==> src/rtl/calc_pkg.sv <==
`default_nettype none
// ============================================================================
// Module      : calc_pkg
// Description : Key codes, sequencer states and display encodings shared by
//               the calculator control path.
// Revision    : 1.0 - initial release
// ============================================================================
package calc_pkg;

    localparam logic [3:0] KEY_ADD = 4'd10;
    localparam logic [3:0] KEY_EQ  = 4'd11;
    localparam logic [3:0] KEY_CLR = 4'd12;

    localparam logic [1:0] DISP_A   = 2'd0;
    localparam logic [1:0] DISP_B   = 2'd1;
    localparam logic [1:0] DISP_RES = 2'd2;

    typedef enum logic [2:0] {
        ST_ENTER_A  = 3'd0,
        ST_WAIT_ADD = 3'd1,
        ST_ENTER_B  = 3'd2,
        ST_WAIT_EQ  = 3'd3,
        ST_CONVERT  = 3'd4,
        ST_SHOW     = 3'd5
    } seq_state_t;

    function automatic logic is_digit(input logic [3:0] code);
        return code <= 4'd9;
    endfunction

endpackage
`default_nettype wire

==> src/rtl/key_fifo.sv <==
`default_nettype none
// ============================================================================
// Module      : key_fifo
// Description : Small synchronous FIFO buffering decoded key events.
// Revision    : 1.0 - initial release
// ============================================================================
module key_fifo #(
    parameter int DEPTH = 4,
    parameter int WIDTH = 4
) (
    input  logic             clk,
    input  logic             rst,
    input  logic             i_push,
    input  logic [WIDTH-1:0] i_data,
    input  logic             i_pop,
    output logic [WIDTH-1:0] o_head,
    output logic             o_full,
    output logic             o_empty
);

    localparam int c_addr_w = $clog2(DEPTH);

    logic [WIDTH-1:0]  r_mem [DEPTH];
    logic [c_addr_w:0] r_wr_ptr;
    logic [c_addr_w:0] r_rd_ptr;
    logic              w_do_push;
    logic              w_do_pop;

    // Extra pointer bit distinguishes full from empty when the indices match.
    assign o_empty   = (r_wr_ptr == r_rd_ptr);
    assign o_full    = (r_wr_ptr[c_addr_w] != r_rd_ptr[c_addr_w]) &&
                       (r_wr_ptr[c_addr_w-1:0] == r_rd_ptr[c_addr_w-1:0]);
    assign o_head    = r_mem[r_rd_ptr[c_addr_w-1:0]];
    assign w_do_push = i_push && !o_full;
    assign w_do_pop  = i_pop && !o_empty;

    always_ff @(posedge clk) begin
        if (w_do_push) begin
            r_mem[r_wr_ptr[c_addr_w-1:0]] <= i_data;
        end
    end

    always_ff @(posedge clk or posedge rst) begin
        if (rst) begin
            r_wr_ptr <= '0;
            r_rd_ptr <= '0;
        end else begin
            if (w_do_push) begin
                r_wr_ptr <= r_wr_ptr + 1'b1;
            end
            if (w_do_pop) begin
                r_rd_ptr <= r_rd_ptr + 1'b1;
            end
        end
    end

endmodule
`default_nettype wire

==> src/rtl/calc_sequencer.sv <==
`default_nettype none
// ============================================================================
// Module      : calc_sequencer
// Description : Operand-entry sequencer between keypad decoder, decimal adder
//               and binary-to-BCD converter; also drives the display source.
// Revision    : 1.0 - initial release
// ============================================================================
module calc_sequencer #(
    parameter int DIGITS_MAX   = 3,
    parameter int FIFO_DEPTH   = 4,
    parameter int RESULT_WIDTH = 14,
    parameter int ACK_TIMEOUT  = 8
) (
    input  logic                    clk,
    input  logic                    rst,
    input  logic                    key_valid,
    input  logic [3:0]              key_code,
    output logic [3:0]              add_key_code,
    output logic                    add_key_pulse,
    input  logic                    add_result_pulse,
    input  logic [RESULT_WIDTH-1:0] add_result,
    output logic                    bcd_start,
    input  logic                    bcd_done,
    output logic [RESULT_WIDTH-1:0] disp_value,
    output logic [1:0]              disp_sel,
    output logic                    err,
    output logic                    key_dropped
);

    import calc_pkg::*;

    localparam int c_cnt_w = $clog2(DIGITS_MAX + 1);
    localparam int c_tmr_w = $clog2(ACK_TIMEOUT + 1);
    localparam logic [c_cnt_w-1:0] c_cnt_max  = c_cnt_w'(DIGITS_MAX);
    localparam logic [c_tmr_w-1:0] c_tmr_last = c_tmr_w'(ACK_TIMEOUT - 1);

    seq_state_t              r_state, w_state_nxt;
    logic [c_cnt_w-1:0]      r_cnt, w_cnt_nxt;
    logic [RESULT_WIDTH-1:0] r_shadow, w_shadow_nxt;
    logic [RESULT_WIDTH-1:0] r_res, w_res_nxt;
    logic [c_tmr_w-1:0]      r_timer, w_timer_nxt;

    logic [3:0]              r_add_key_code;
    logic                    r_add_key_pulse;
    logic                    r_bcd_start;
    logic [RESULT_WIDTH-1:0] r_disp_value;
    logic [1:0]              r_disp_sel;
    logic                    r_err;
    logic                    r_key_dropped;

    logic                    w_key_ok, w_push, w_drop, w_pop;
    logic [3:0]              w_head;
    logic                    w_full, w_empty;
    logic                    w_fwd, w_err, w_bcd_start, w_clear;
    logic [3:0]              w_fwd_code;
    logic [RESULT_WIDTH-1:0] w_digit_ext, w_shadow_x10;
    logic [RESULT_WIDTH-1:0] w_disp_val_nxt;
    logic [1:0]              w_disp_sel_nxt;

    // A full FIFO drops the key even when the head is popped this cycle.
    assign w_key_ok = key_valid && (key_code <= KEY_CLR);
    assign w_push   = w_key_ok && !w_full;
    assign w_drop   = w_key_ok && w_full;

    key_fifo #(
        .DEPTH (FIFO_DEPTH),
        .WIDTH (4)
    ) u_key_fifo (
        .clk     (clk),
        .rst     (rst),
        .i_push  (w_push),
        .i_data  (key_code),
        .i_pop   (w_pop),
        .o_head  (w_head),
        .o_full  (w_full),
        .o_empty (w_empty)
    );

    assign w_digit_ext  = {{(RESULT_WIDTH-4){1'b0}}, w_head};
    assign w_shadow_x10 = (r_shadow << 3) + (r_shadow << 1);

    always_comb begin
        w_state_nxt  = r_state;
        w_cnt_nxt    = r_cnt;
        w_shadow_nxt = r_shadow;
        w_res_nxt    = r_res;
        w_timer_nxt  = '0;
        w_pop        = 1'b0;
        w_fwd        = 1'b0;
        w_fwd_code   = w_head;
        w_err        = 1'b0;
        w_bcd_start  = 1'b0;
        w_clear      = 1'b0;

        case (r_state)
            ST_ENTER_A, ST_ENTER_B, ST_SHOW: begin
                if (!w_empty) begin
                    w_pop = 1'b1;
                    if (w_head == KEY_CLR) begin
                        w_clear = 1'b1;
                    end else if (is_digit(w_head)) begin
                        if (r_state == ST_SHOW) begin
                            w_fwd        = 1'b1;
                            w_cnt_nxt    = c_cnt_w'(1);
                            w_shadow_nxt = w_digit_ext;
                            w_state_nxt  = ST_ENTER_A;
                        end else if (r_cnt < c_cnt_max) begin
                            w_fwd        = 1'b1;
                            w_cnt_nxt    = r_cnt + c_cnt_w'(1);
                            w_shadow_nxt = w_shadow_x10 + w_digit_ext;
                        end else begin
                            w_err = 1'b1;
                        end
                    end else if (r_cnt != '0) begin
                        if (r_state == ST_ENTER_A && w_head == KEY_ADD) begin
                            w_fwd       = 1'b1;
                            w_state_nxt = ST_WAIT_ADD;
                        end else if (r_state == ST_ENTER_B && w_head == KEY_EQ) begin
                            w_fwd       = 1'b1;
                            w_state_nxt = ST_WAIT_EQ;
                        end
                    end
                end
            end
            ST_WAIT_ADD, ST_WAIT_EQ: begin
                if (add_result_pulse) begin
                    if (r_state == ST_WAIT_ADD) begin
                        w_cnt_nxt    = '0;
                        w_shadow_nxt = '0;
                        w_state_nxt  = ST_ENTER_B;
                    end else begin
                        w_res_nxt   = add_result;
                        w_bcd_start = 1'b1;
                        w_state_nxt = ST_CONVERT;
                    end
                end else if (r_timer == c_tmr_last) begin
                    w_err   = 1'b1;
                    w_clear = 1'b1;
                end else begin
                    w_timer_nxt = r_timer + c_tmr_w'(1);
                end
            end
            ST_CONVERT: begin
                if (bcd_done) begin
                    w_state_nxt = ST_SHOW;
                end
            end
            default: begin
                w_state_nxt = ST_ENTER_A;
            end
        endcase

        // Abandoning an operation tells the adder to clear as well.
        if (w_clear) begin
            w_fwd        = 1'b1;
            w_fwd_code   = KEY_CLR;
            w_cnt_nxt    = '0;
            w_shadow_nxt = '0;
            w_res_nxt    = '0;
            w_state_nxt  = ST_ENTER_A;
        end
    end

    always_comb begin
        w_disp_sel_nxt = DISP_A;
        w_disp_val_nxt = w_shadow_nxt;
        case (w_state_nxt)
            ST_ENTER_B, ST_WAIT_EQ: begin
                w_disp_sel_nxt = DISP_B;
            end
            ST_CONVERT, ST_SHOW: begin
                w_disp_sel_nxt = DISP_RES;
                w_disp_val_nxt = w_res_nxt;
            end
            default: begin
            end
        endcase
    end

    always_ff @(posedge clk or posedge rst) begin
        if (rst) begin
            r_state         <= ST_ENTER_A;
            r_cnt           <= '0;
            r_shadow        <= '0;
            r_res           <= '0;
            r_timer         <= '0;
            r_add_key_code  <= '0;
            r_add_key_pulse <= 1'b0;
            r_bcd_start     <= 1'b0;
            r_disp_value    <= '0;
            r_disp_sel      <= DISP_A;
            r_err           <= 1'b0;
            r_key_dropped   <= 1'b0;
        end else begin
            r_state         <= w_state_nxt;
            r_cnt           <= w_cnt_nxt;
            r_shadow        <= w_shadow_nxt;
            r_res           <= w_res_nxt;
            r_timer         <= w_timer_nxt;
            r_add_key_pulse <= w_fwd;
            if (w_fwd) begin
                r_add_key_code <= w_fwd_code;
            end
            r_bcd_start     <= w_bcd_start;
            r_disp_value    <= w_disp_val_nxt;
            r_disp_sel      <= w_disp_sel_nxt;
            r_err           <= w_err;
            r_key_dropped   <= w_drop;
        end
    end

    assign add_key_code  = r_add_key_code;
    assign add_key_pulse = r_add_key_pulse;
    assign bcd_start     = r_bcd_start;
    assign disp_value    = r_disp_value;
    assign disp_sel      = r_disp_sel;
    assign err           = r_err;
    assign key_dropped   = r_key_dropped;

endmodule
`default_nettype wire

==> config.mk <==
export PLATFORM = sky130hd
export DESIGN_NAME = calc_sequencer
export DESIGN_NICKNAME = d
export VERILOG_FILES = /design/src/rtl/calc_pkg.sv /design/src/rtl/key_fifo.sv /design/src/rtl/calc_sequencer.sv
export SDC_FILE = /design/constraint.sdc
export NUM_CORES = 1
export LEC_CHECK = 0
export ABC_AREA = 1
export BUFFER_PORTS_ARGS = -buffer_cell sky130_fd_sc_hd__buf_2
export CAP_MARGIN = 20
export CORE_MARGIN = 4
export CORE_UTILIZATION = 45
export CTS_CLUSTER_SIZE = 10
export DETAILED_ROUTE_END_ITERATION = 16
export GPL_ROUTABILITY_DRIVEN = 0
export HOLD_SLACK_MARGIN = 0.1
export PLACE_DENSITY = 0.71
export SYNTH_ARGS = -nofsm -noshare
export SYNTH_HDL_FRONTEND = slang
export SYNTH_SLANG_ARGS = --single-unit
==> constraint.sdc <==
create_clock -name clk -period 3.4 [get_ports clk]
set_input_delay 0.34 -clock clk [delete_from_list [all_inputs] [get_ports clk]]
set_output_delay 0.34 -clock clk [all_outputs]
set_load 0.03 [all_outputs]
Word-level counts from Yosys, hierarchy flattened
Memory sizes are Yosys's and may differ from the RTL's.
Index checks and enable logic that the tools add are counted.
{"block": "totals", "register_bits": 67, "mem_bits_rw": 16, "in_bits": 23, "output_inout_bits": 24, "elab_cells": 132, "n_memories": 1}
{"memory": "u_key_fifo.r_mem", "words": 4, "width": 4, "rd": 1, "rd_clocked_by_memory_dff": 0, "wr": 1, "line_no": "key_fifo.sv:23", "source": "logic [WIDTH-1:0] r_mem [DEPTH];"}
{"block": "op_classes", "addsub": 6, "magnitude_cmp": 3, "n_eq_ne": 22, "muxes": 68, "n_reduce_logical": 18}
{"cell": "$mux W14", "count": 13}
{"cell": "$mux W3", "count": 11}
{"cell": "$pmux W14 S2", "count": 1}
{"cell": "$mux W1", "count": 26}
{"cell": "$mux W2", "count": 8}
{"cell": "$mux W4", "count": 4}
{"cell": "$ne A3 B3 Y1 const B", "count": 5}
{"cell": "$add A14 B14 Y14", "count": 1}
{"cell": "$add A14 B4 Y14", "count": 1}
{"cell": "$eq A3 B2 Y1 const B", "count": 4}
{"cell": "$eq A3 B3 Y1 const B", "count": 4}
{"cell": "$eq A4 B4 Y1 const B", "count": 3}
{"cell": "$pmux W3 S3", "count": 1}
{"cell": "$le A4 B4 Y1 const B", "count": 2}
{"cell": "$logic_and A1 B1 Y1", "count": 8}
{"cell": "$pmux W2 S2", "count": 2}
{"cell": "$reduce_and A7 Y1", "count": 1}
{"cell": "$add A3 B1 Y3 const B", "count": 2}
{"cell": "$reduce_or A2 Y1", "count": 3}
{"cell": "$add A4 B1 Y4 const B", "count": 1}
{"cell": "$eq A4 B3 Y1 const B", "count": 1}
{"cell": "$ne A4 B4 Y1 const B", "count": 1}
{"cell": "$pmux W1 S2", "count": 2}
{"cell": "$eq A3 B1 Y1 const B", "count": 1}
{"cell": "10 further kinds", "count": 11}

Longest topological paths before layout
Gate-level depths: netlist of the first run.
An unclocked memory read counts as a cell.
{"block": "logic_depth", "ltp_word": 14, "mapped_depth": 21, "ltp_nobuf": 21}

Cells and area by module
A second synthesis of the first run with hierarchy kept.
{"block": "hier_totals", "hier_cells": 649, "area_unflattened_um2": 5118.7}
{"module": "calc_sequencer", "instances": 1, "cells_per_inst": 549, "area_per_inst_um2": 4070.2, "seq_area_each_um2": 1526.5}
{"module": "key_fifo", "instances": 1, "cells_per_inst": 100, "area_per_inst_um2": 1048.5, "seq_area_each_um2": 630.6}

Worst setup path before layout of the first run
Ideal clock, no wire load.
{"block": "synth_timing", "kind": "flip-flop to flip-flop", "from": "register u_key_fifo.r_rd_ptr[0]", "to": "register r_disp_value[12], in the netlist disp_value[12]", "arrival_ps": 2629, "required_ps": 3283, "slack_ps": 653, "stages_incl_launch_ff": 22, "path_buffers": 1, "path_cell_list": "dfrtp_1 > buf_4 > nand2_1 > nand2_1 > nand2_1 > nand2_2 > inv_1 > fa_1 > inv_1 > fa_1 > nand2_1 > nand3_1 > nand3b_1 > nand2_1 > nand2_1 > nand2_1 > nand2_1 > nand3_1 > nand2_1 > nand2_1 > nand3_1 > nand2_1"}
{"block": "synth_via", "elab_chain_len": 14, "elab_cells_between_ends": 32}
{"item": "start: declaration", "line_no": "key_fifo.sv:25", "source": "logic [c_addr_w:0] r_rd_ptr;"}
{"item": "start signal: assignment", "line_no": "key_fifo.sv:52", "source": "r_rd_ptr <= r_rd_ptr + 1'b1;"}
{"item": "branches (longest 13 deep; another with $add A14 B4 Y14)"}
{"item": "$mux W14 *", "line_no": "calc_sequencer.sv:167", "source": "case (w_state_nxt)"}
{"item": "net w_disp_val_nxt[12]", "line_no": "calc_sequencer.sv:57", "source": "logic [RESULT_WIDTH-1:0] w_disp_val_nxt;"}
{"item": "end signal: assignment", "line_no": "calc_sequencer.sv:205", "source": "r_disp_value <= w_disp_val_nxt;"}
{"item": "end: declaration", "line_no": "calc_sequencer.sv:46", "source": "logic [RESULT_WIDTH-1:0] r_disp_value;"}
Mark *: on every way through the listed nets, which the timed path passes.
A chain may end at the register's enable or synchronous reset.

Final worst setup path of the first run
Ends and elaborated chain as after synthesis.

==> flow_metrics.tcl, run 1 <==
set metrics [dict create \
    hold_path_class "input pin to asynchronous set/reset pin" \
    insertion_delay_ns 0.34 \
    start_util_pct 46.44 \
    slew_headroom_pct 35.89 \
    die-area_sq_um 13050 \
    pre_cts_slack_ns 0.2125 \
    fmax_ghz 0.3213 \
    seqCellArea_sq_um 2158 \
    synth-seq-cells 83 \
    setup_tns_ns 0 \
    drt_wl_total_mm 11.78 \
    antenna_found_initial 0 \
    fin_skew_ns 0.003378 \
    drv_slew 0 \
    synth-seq-area-share_pct 42.47 \
    yosys_warnings 0 \
    final_area_sq_um 5757 \
    netlist_top_cells_area "dfrtp_1 (33%), nand2_1 (13%), edfxtp_1 (9.5%), ha_1 (7.4%), inv_1 (6.9%)" \
    drive_gt1_share_pct 13.92 \
    synthFlopType "dfrtp_1" \
    maxCapViolCount 0 \
    clk_pin_slew_ns 0.06 \
    cp_slowest_cell "dfrtp_2" \
    grt_pass1_wl_mm 19.80 \
    cp_max_fo 12 \
    vias 4327 \
    clockBufferDepth 2 \
    syn_avg_cell_area_sq_um 7.849 \
    nets 747 \
    post-route-period-util_pct 91.54 \
    track_usage_pct 18.89 \
    core_area_sq_um 10940 \
    cts.sinks 83 \
    setup_ws_ns 0.2875 \
    startpoint_type "register" \
    post-cts-setup-buffers 0 \
    crit_arrival_ns 3.35 \
    synth_area_sq_um 5079 \
    synth_top_cell_area_share_pct 33.01 \
    gr-total-overflow 0 \
    postRouteAntennaNets 0 \
    die_width_microns 114.2 \
    dp_hpwl_mm 8.757 \
    numPortBuffers 46 \
    dr.first_iter.drc_count 299 \
    syn_nets 702 \
    n_antenna_cell 0 \
    yosysMostFrequentCell "nand2_1" \
    yosys.area.top_type "dfrtp_1" \
    placed_area_sq_um 5411 \
    hold_violations 0 \
    ys_types 43 \
    die_h_microns 114.2 \
    syn2layout_area_growth_pct 13.35 \
    synthTopCellsByCount "nand2_1 (177), inv_1 (94), dfrtp_1 (67)" \
    status "finished, final reports clean" \
    wl_per_cell_microns 14.08 \
    numCtsBuffers 9 \
    io_pins 47 \
    first_pass_iters 5 \
    layout_min_cycle_time_ns 3.112 \
    cts_tree "yes" \
    fill_cells 1032 \
    num_rows 38 \
    max_stage_delay_ns 0.50 \
    rsz0062_at_grt "false" \
    viasPerCell 5.170 \
    cpMostUsedCell "nand2_1" \
    grt_max_degree 47 \
    crit_path_end_kind "register" \
    synth_async_sr_flop_share_pct 80.72 \
    required_ns 3.63 \
    synthCells 647 \
    synth-edff-count 16 \
    drc 0 \
    worst_pin_slew_ns 0.9602 \
    clockRootBuffer "clkbuf_16" \
    cp_cell_sequence "inv_4 -> nand2_1 -> nand2_1 -> nand2_1 -> nand2_2 -> inv_1 -> fa_1 -> inv_1 -> fa_1 -> nand2_1 -> nand3_1 -> nand3b_1 -> nand2_1 -> nand2_1 -> nand2_1 -> nand2_1 -> nand3_1 -> nand2_1 -> nand2_1 -> nand3_1 -> nand2_1" \
    setup_violations 0 \
    htree_levels 3 \
    multiInputGateArea_sq_um 2439 \
    grt_pass1_vias 4219 \
    crit_type "register to register" \
]
-- critical path: cells and delay by family, from the launching register on --
| kind | cells | cell delay (ns) |
|---|---|---|
| flops | 1 | 0.50 |
| buf+inv | 3 | 0.29 |
| simple gates | 16 | 1.29 |
| fa+ha+maj | 2 | 0.94 |
-- logic make-up (layout without fill, tap and decap cells) --
logic type,Yosys count,count (layout),share of synthesized area (%)
AND/OR/NAND/NOR,322,322,28.70
buffers and inverters,118,168,9.510
flip-flops,83,83,42.47
AO/OA/AOI/OAI,82,82,9.264
adder cells (fa/ha/maj),32,32,8.179
XOR/XNOR,10,10,1.872
-- cell type report --
class | instances | area share [%]
clock buffers | 9 | 3.912
repair buffers | 48 | 4.260
inverters | 104 | 6.912
well taps | 140 | 3.043
multi-input cells | 446 | 42.36
flip-flops and latches | 83 | 37.49
clock inverters | 7 | 2.021
-- sequential cells by signal, indices dropped and copies added (netlist names) --
register and cells:
add_key_code 4, add_key_pulse 1, bcd_start 1, disp_sel 2, disp_value 14, err 1, key_dropped 1, r_cnt 2
r_res 14, r_shadow 14, r_state 3, r_timer 4, u_key_fifo.r_mem 16, u_key_fifo.r_rd_ptr 3, u_key_fifo.r_wr_ptr 3
-- routing by layer --
metal | routed length [microns] | track usage (%) | up-vias
met4 | 234 | 6.572 | 0
met2 | 5525 | 30.84 | 106
li1 | - | - | 2160
met1 | 5492 | 25.61 | 2043
met5 | 0 | 0 | -
met3 | 529 | 3.013 | 18
-- metrics by stage --
stage,instances,hold slack [ns],util [%]
finish,837,0.2162,52.64
global placement,821,0.4541,49.49
CTS,837,0.2326,52.61
detailed placement,821,0.4591,49.49
global route,837,0.2409,52.64
floorplan,647,0.4304,-
-- placed cells by master (no fill, tap or decap), drive strengths merged --
master    count
inv         104
clkinv        3
edfxtp       16
clkbuf        9
xor2          5
buf          48
nand3b        2
xnor2         5
a31oi         2
nor2         61
ha           30
o211ai        2
fa            2
a21o          1
clkinvlp      1
a21oi        16
o31ai         1
a21boi        4
nand2       187
a211oi        2
dfrtp        67
o21bai        5
bufinv        3
nand4         8
and2          1
nand3        58
o22ai         3
nor3          5
o21ai        46
-- path summary, 6_finish.rpt --
check                                  startpoint                      to  slack (ns)  cells past startpoint
setup reg to reg           u_key_fifo.r_rd_ptr[0]          disp_value[12]        0.29                     21
min in group clk                      key_code[3]  u_key_fifo.r_mem[0][3]        0.24                      1
max in group asynchronous                     rst  u_key_fifo.r_rd_ptr[0]        2.30                      3
setup / recovery           u_key_fifo.r_rd_ptr[0]          disp_value[12]        0.29                     21
hold reg to reg                        r_timer[0]              r_timer[0]        0.47                      1
hold / removal                                rst           disp_value[0]        0.22                      2
-- repair_timing --
action,CTS,global route
setup endpoints to repair,0,2
resized for setup,0,2
hold buffers,0,0
Power of run 1 is left out: the tool's default activity adds up to more than one toggle a clock period on the data nets, which glitch-free logic cannot reach.
==> run 2, diff against run 1 <==
ABC_AREA = unset   (was 1)
PLACE_DENSITY = 0.72   (was 0.71)
TNS_END_PERCENT = 20   (was unset)
==> run 2 against run 1 <==
Clock skew increased by 0.013 ns. Wire length decreased by 8.1%. Setup slack got worse by 0.14 ns. Non-clock buffer count increased by 13. Cell count decreased by 24%. Clock-buffer cell count increased by 3. Via count decreased by 17%. Highest routed layer unchanged.
==> flow_metrics.tcl, run 2 <==
set metrics [dict create \
    r2r_slack_ns 0.14 \
    setup_violations 0 \
    setup_ws_ns 0.1447 \
    crit_path_end_kind "register" \
    startpoint "u_key_fifo.r_rd_ptr[0]" \
    cp_cell_sequence "mux4_2 -> inv_1 -> fa_1 -> inv_1 -> ha_1 -> a21o_1 -> nand4_1 -> a21oi_2 -> a311oi_1 -> or3b_2 -> a32o_1 -> a21oi_1" \
    cts.sinks 83 \
    multiInputGateArea_sq_um 2303 \
    cts_tree "yes" \
    nets 554 \
    largest_register_ffs 16 \
    synth_area_sq_um 4596 \
    drc 0 \
    max_stage_delay_ns 0.53 \
    clockBufferDepth 2 \
    hold_path_class "input pin to register" \
    placed_area_sq_um 4994 \
    netlist_top_cells_area "dfrtp_1 (36%), edfxtp_1 (10%), ha_1 (8.2%), a21oi_1 (4.4%), nand2_1 (4.0%)" \
    synthFlopType "dfrtp_1" \
    synthTopCellsByCount "dfrtp_1 (67), nand2_1 (49), nor2_1 (41)" \
    min_from "key_code[3]" \
    die-area_sq_um 11890 \
    vias 3586 \
    drt_wl_total_mm 10.83 \
    dp_hpwl_mm 8.019 \
    synth_async_sr_flop_share_pct 80.72 \
    synth-seq-cells 83 \
    clockRootBuffer "clkbuf_8" \
    core_area_sq_um 9864 \
    min_to "u_key_fifo.r_mem[1][3]" \
    layout_common_cells "dfrtp_1 (66), nand2_1 (49), buf_2 (46), nor2_1 (41), a21oi_1 (38)" \
    cp_slowest_cell "mux4_2" \
    viasPerCell 5.630 \
    layout_min_cycle_time_ns 3.255 \
    die_width_microns 109.1 \
    ys_types 65 \
    gr-total-overflow 0 \
    startpoint_type "register" \
    numPortBuffers 46 \
    crit_arrival_ns 3.54 \
    fin_skew_ns 0.01606 \
    worst_pin_slew_ns 0.7414 \
    postRouteAntennaNets 0 \
    r2r_cells 12 \
    yosys.area.top_type "dfrtp_1" \
    cpMostUsedCell "inv_1" \
    r2r-end "disp_value[13]" \
    drive_gt1_share_pct 21.03 \
    layout_commonest_cell "dfrtp_1" \
    first_pass_iters 5 \
    track_usage_pct 19.61 \
    grt_pass1_vias 3594 \
    synthCells 447 \
    final_area_sq_um 5209 \
    syn_nets 502 \
    pre_cts_slack_ns -0.09111 \
    cp_max_fo 4 \
    syn2layout_area_growth_pct 13.34 \
    synth-seq-area-share_pct 46.94 \
    yosysMostFrequentCell "dfrtp_1" \
    required_ns 3.69 \
    rsz0062_at_grt "true" \
    htree_levels 3 \
    status "finished, final reports clean" \
    insertion_delay_ns 0.37 \
    slew_headroom_pct 50.57 \
    maxCapViolCount 0 \
    r2r_start "u_key_fifo.r_rd_ptr[0]" \
    grt_max_degree 44 \
    n_antenna_cell 0 \
    num_rows 36 \
    setup_tns_ns 0 \
    io_pins 47 \
    dr.first_iter.drc_count 232 \
    holdWs_ns 0.2139 \
    fill_cells 875 \
    clk_pin_slew_ns 0.08 \
    yosys_warnings 0 \
    start_util_pct 46.59 \
    syn_avg_cell_area_sq_um 10.28 \
    die_h_microns 109.1 \
    drv_slew 0 \
    synth_top_cell_area_share_pct 36.48 \
    fmax_ghz 0.3072 \
    grt_pass1_wl_mm 17.83 \
    post-route-period-util_pct 95.75 \
    seqCellArea_sq_um 2158 \
    numCtsBuffers 9 \
    synth-edff-count 16 \
    hold_violations 0 \
    crit_type "register to register" \
    antenna_found_initial 0 \
    min_path_cells 1 \
    wl_per_cell_microns 17.00 \
]
run 2: cell types whose count changed after synthesis, sizes merged, moves of 7 or more:
cell | previous run | this run
inv | 104 | 15
nor3 | 5 | 13
nand2 | 187 | 51
nor2 | 61 | 43
a21oi | 16 | 40
o21ai | 46 | 12
mux2i | 0 | 12
nand3 | 58 | 5
a21o | 1 | 16
and3 | 0 | 7
run 2: through the flow:
| step | utilization, % | std cells |
|---|---|---|
| 4_1_cts | 52.59 | 636 |
| 2_1_floorplan | - | 447 |
| 3_3_place_gp | 50.62 | 619 |
| 5_1_grt | 52.80 | 637 |
| 6_report | 52.80 | 637 |
| 3_5_place_dp | 50.62 | 619 |
run 2: timing repair:
item,4_1_cts,5_1_grt
gates resized for setup,3,6
endpoints found under the setup margin,1,8
buffers inserted,0,1
pin swaps,0,3
hold endpoints to repair,24,0
hold buffers,1,0
run 2: cell type report:
type,count,area share [%]
clock buffer,12,2.979
clock inverter,4,0.4564
inverter,15,1.081
multi-input combinational,329,44.22
sequential,83,41.44
tap,133,3.195
timing repair buffer,61,6.630
run 2: metal layers:
layer	vias up	GRT usage, %	part of all wire [%]
li1	1717	-	-
met1	1744	27.83	46
met2	106	29.47	47
met3	19	3.789	5.4
met4	0	8.025	2.1
met5	-	0	0
run 2: how the worst max path moves through the flow:
stage	to	slack [ns]
after CTS	disp_value[12]	0.03
final	disp_value[13]	0.14
after detailed placement	disp_value[12]	-0.09
after global placement	disp_value[12]	0.09
after floorplan	disp_value[12]	0.06
after global routing	disp_value[13]	-0.006
run 2: cells by family after synthesis:
group	Yosys count	share of synthesized area, %
AND/OR/NAND/NOR	144	14.76
buffers and inverters	35	3.403
flip-flops	83	46.94
XOR/XNOR	20	3.812
multiplexers	16	4.656
adder cells (fa/ha/maj)	32	9.039
AO/OA/AOI/OAI	117	17.40
run 2: worst max-delay path, delay by kind of cell, from the launching register on:
family          cells  cell delay [ns]
fa+ha+maj           2             0.55
flops               1             0.42
mux                 1             0.53
compound gates      5             0.87
buf+inv             2             0.20
simple gates        2             0.63
Power of run 2 is left out for the same reason.
==> run 3, diff against run 2 <==
ABC_CLOCK_PERIOD_IN_PS = 3400   (was unset)
CORE_UTILIZATION = 59   (was 45)
PLACE_DENSITY = 0.88   (was 0.72)
==> run 3 against run 2 <==
Hold slack worse by 0.012 ns. Sequential cell count is the same. First-iteration DRC count is 42% higher. Register-to-register slack hardly changed. Via count up 3.0%. Critical path depth stayed put.
==> flow_metrics.tcl, run 3 (synthesis results as in run 2) <==
set metrics [dict create \
    status "finished, final reports clean" \
    dr.first_iter.drc_count 329 \
    layout_min_cycle_time_ns 3.247 \
    crit_family "compound AO/OA/AOI/OAI gates" \
    crit_arrival_ns 3.51 \
    n_antenna_cell 0 \
    crit_path_end_kind "register" \
    dp_hpwl_mm 8.012 \
    cp_max_fo 4 \
    slew_headroom_pct 53.75 \
    drv_slew 0 \
    clockBufferDepth 2 \
    wl_per_cell_microns 18.38 \
    clk_pin_slew_ns 0.09 \
    min_from "key_code[3]" \
    cts_tree "yes" \
    r2r_cells 12 \
    setup_violations 0 \
    syn2layout_area_growth_pct 13.07 \
    postRouteAntennaNets 0 \
    critPathBufInv 1 \
    drt_wl_total_mm 11.07 \
    rsz0062_at_grt "false" \
    numCtsBuffers 9 \
    min_to "u_key_fifo.r_mem[1][3]" \
    fmax_ghz 0.3080 \
    numPortBuffers 46 \
    r2r-end "r_shadow[10]" \
    viasPerCell 6.138 \
    antenna_found_initial 0 \
    track_usage_pct 26.04 \
    nets 553 \
    hold_violations 0 \
    max_stage_delay_ns 0.50 \
    insertion_delay_ns 0.37 \
    startpoint_type "register" \
    fill_cells 513 \
    io_pins 47 \
    cts.sinks 83 \
    drc 0 \
    min_path_cells 1 \
    grt_max_degree 34 \
    crit_type "register to register" \
    final_util_pct 70.14 \
    maxCapViolCount 0 \
    grt_pass1_wl_mm 18.24 \
    largest_register_ffs 16 \
    layout_common_cells "dfrtp_1 (66), nand2_1 (49), buf_2 (46), nor2_1 (41), a21oi_1 (39)" \
    cpMostUsedCell "ha_1" \
    core_area_sq_um 7408 \
    fin_skew_ns 0.01236 \
    die-area_sq_um 9265 \
    die_h_microns 96.26 \
    hold_path_class "input pin to register" \
    r2r_slack_ns 0.15 \
    r2r_start "u_key_fifo.r_rd_ptr[0]" \
    drive_gt1_share_pct 20.68 \
    required_ns 3.66 \
    grt_pass1_vias 3786 \
    layout_commonest_cell "dfrtp_1" \
    die_width_microns 96.26 \
    cp_slowest_cell "mux4_2" \
    first_pass_iters 5 \
    htree_levels 3 \
    start_util_pct 62.03 \
    worst_pin_slew_ns 0.6937 \
    gr-total-overflow 0 \
    post-route-period-util_pct 95.50 \
    cp_cell_sequence "buf_4 -> mux4_2 -> ha_1 -> ha_1 -> fa_2 -> a21o_1 -> a31o_2 -> o21ai_0 -> a21oi_1 -> xor2_1 -> o221a_2 -> o21bai_1" \
    clockRootBuffer "clkbuf_8" \
    vias 3695 \
    num_rows 31 \
]
-- run 3: area by class of cell --
| class | instances | area, sq um | share of cell area [%] |
|---|---|---|---|
| Timing Repair Buffer | 60 | 350.3 | 6.742 |
| Clock inverter | 6 | 87.58 | 1.686 |
| Clock buffer | 10 | 127.6 | 2.456 |
| Tap cell | 99 | 123.9 | 2.384 |
| Inverter | 15 | 56.30 | 1.084 |
| Sequential cell | 83 | 2158 | 41.54 |
| Multi-Input combinational cell | 329 | 2292 | 44.11 |
-- run 3: timing repair --
item,4_1_cts,5_1_grt
endpoints found under the setup margin,3,9
pin swaps,0,2
buffers inserted,0,1
hold buffers,1,0
gates resized for setup,2,5
endpoints found under the hold margin,28,0
-- run 3: layer usage --
metal	vias up	global-route usage, %	share of wire (%)	routed length, microns
met3	37	5.708	7.3	805
met5	-	0	0	0
li1	1713	-	-	-
met2	178	40.83	47	5220
met4	0	11.61	2.5	282
met1	1767	34.76	43	4757
-- run 3: how the worst max path moves through the flow --
stage	slack (ns)	from	cells after the start	end
floorplan	0.06	u_key_fifo.r_rd_ptr[0]	13	disp_value[12]
global placement	0.09	u_key_fifo.r_rd_ptr[0]	11	disp_value[12]
detailed placement	-0.03	u_key_fifo.r_rd_ptr[0]	12	disp_value[12]
CTS	0.02	u_key_fifo.r_rd_ptr[0]	12	disp_value[13]
global route	0.04	u_key_fifo.r_rd_ptr[0]	12	r_shadow[13]
finish	0.15	u_key_fifo.r_rd_ptr[0]	12	r_shadow[10]
-- run 3: metrics by stage --
stage / area, sq um / hold slack (ns) / setup WS, ns / cells / TNS [ns]
final: 5196 / 0.2018 / 0.1530 / 602 / 0
after global routing: 5196 / 0.2047 / 0.04088 / 602 / 0
after CTS: 5182 / 0.1979 / 0.01776 / 601 / 0
after detailed placement: 4956 / 0.4312 / -0.03412 / 584 / -0.04525
after global placement: 4956 / 0.4289 / 0.08514 / 584 / 0
after floorplan: 4596 / 0.4389 / 0.06493 / 447 / 0
Power of run 3 is left out for the same reason.
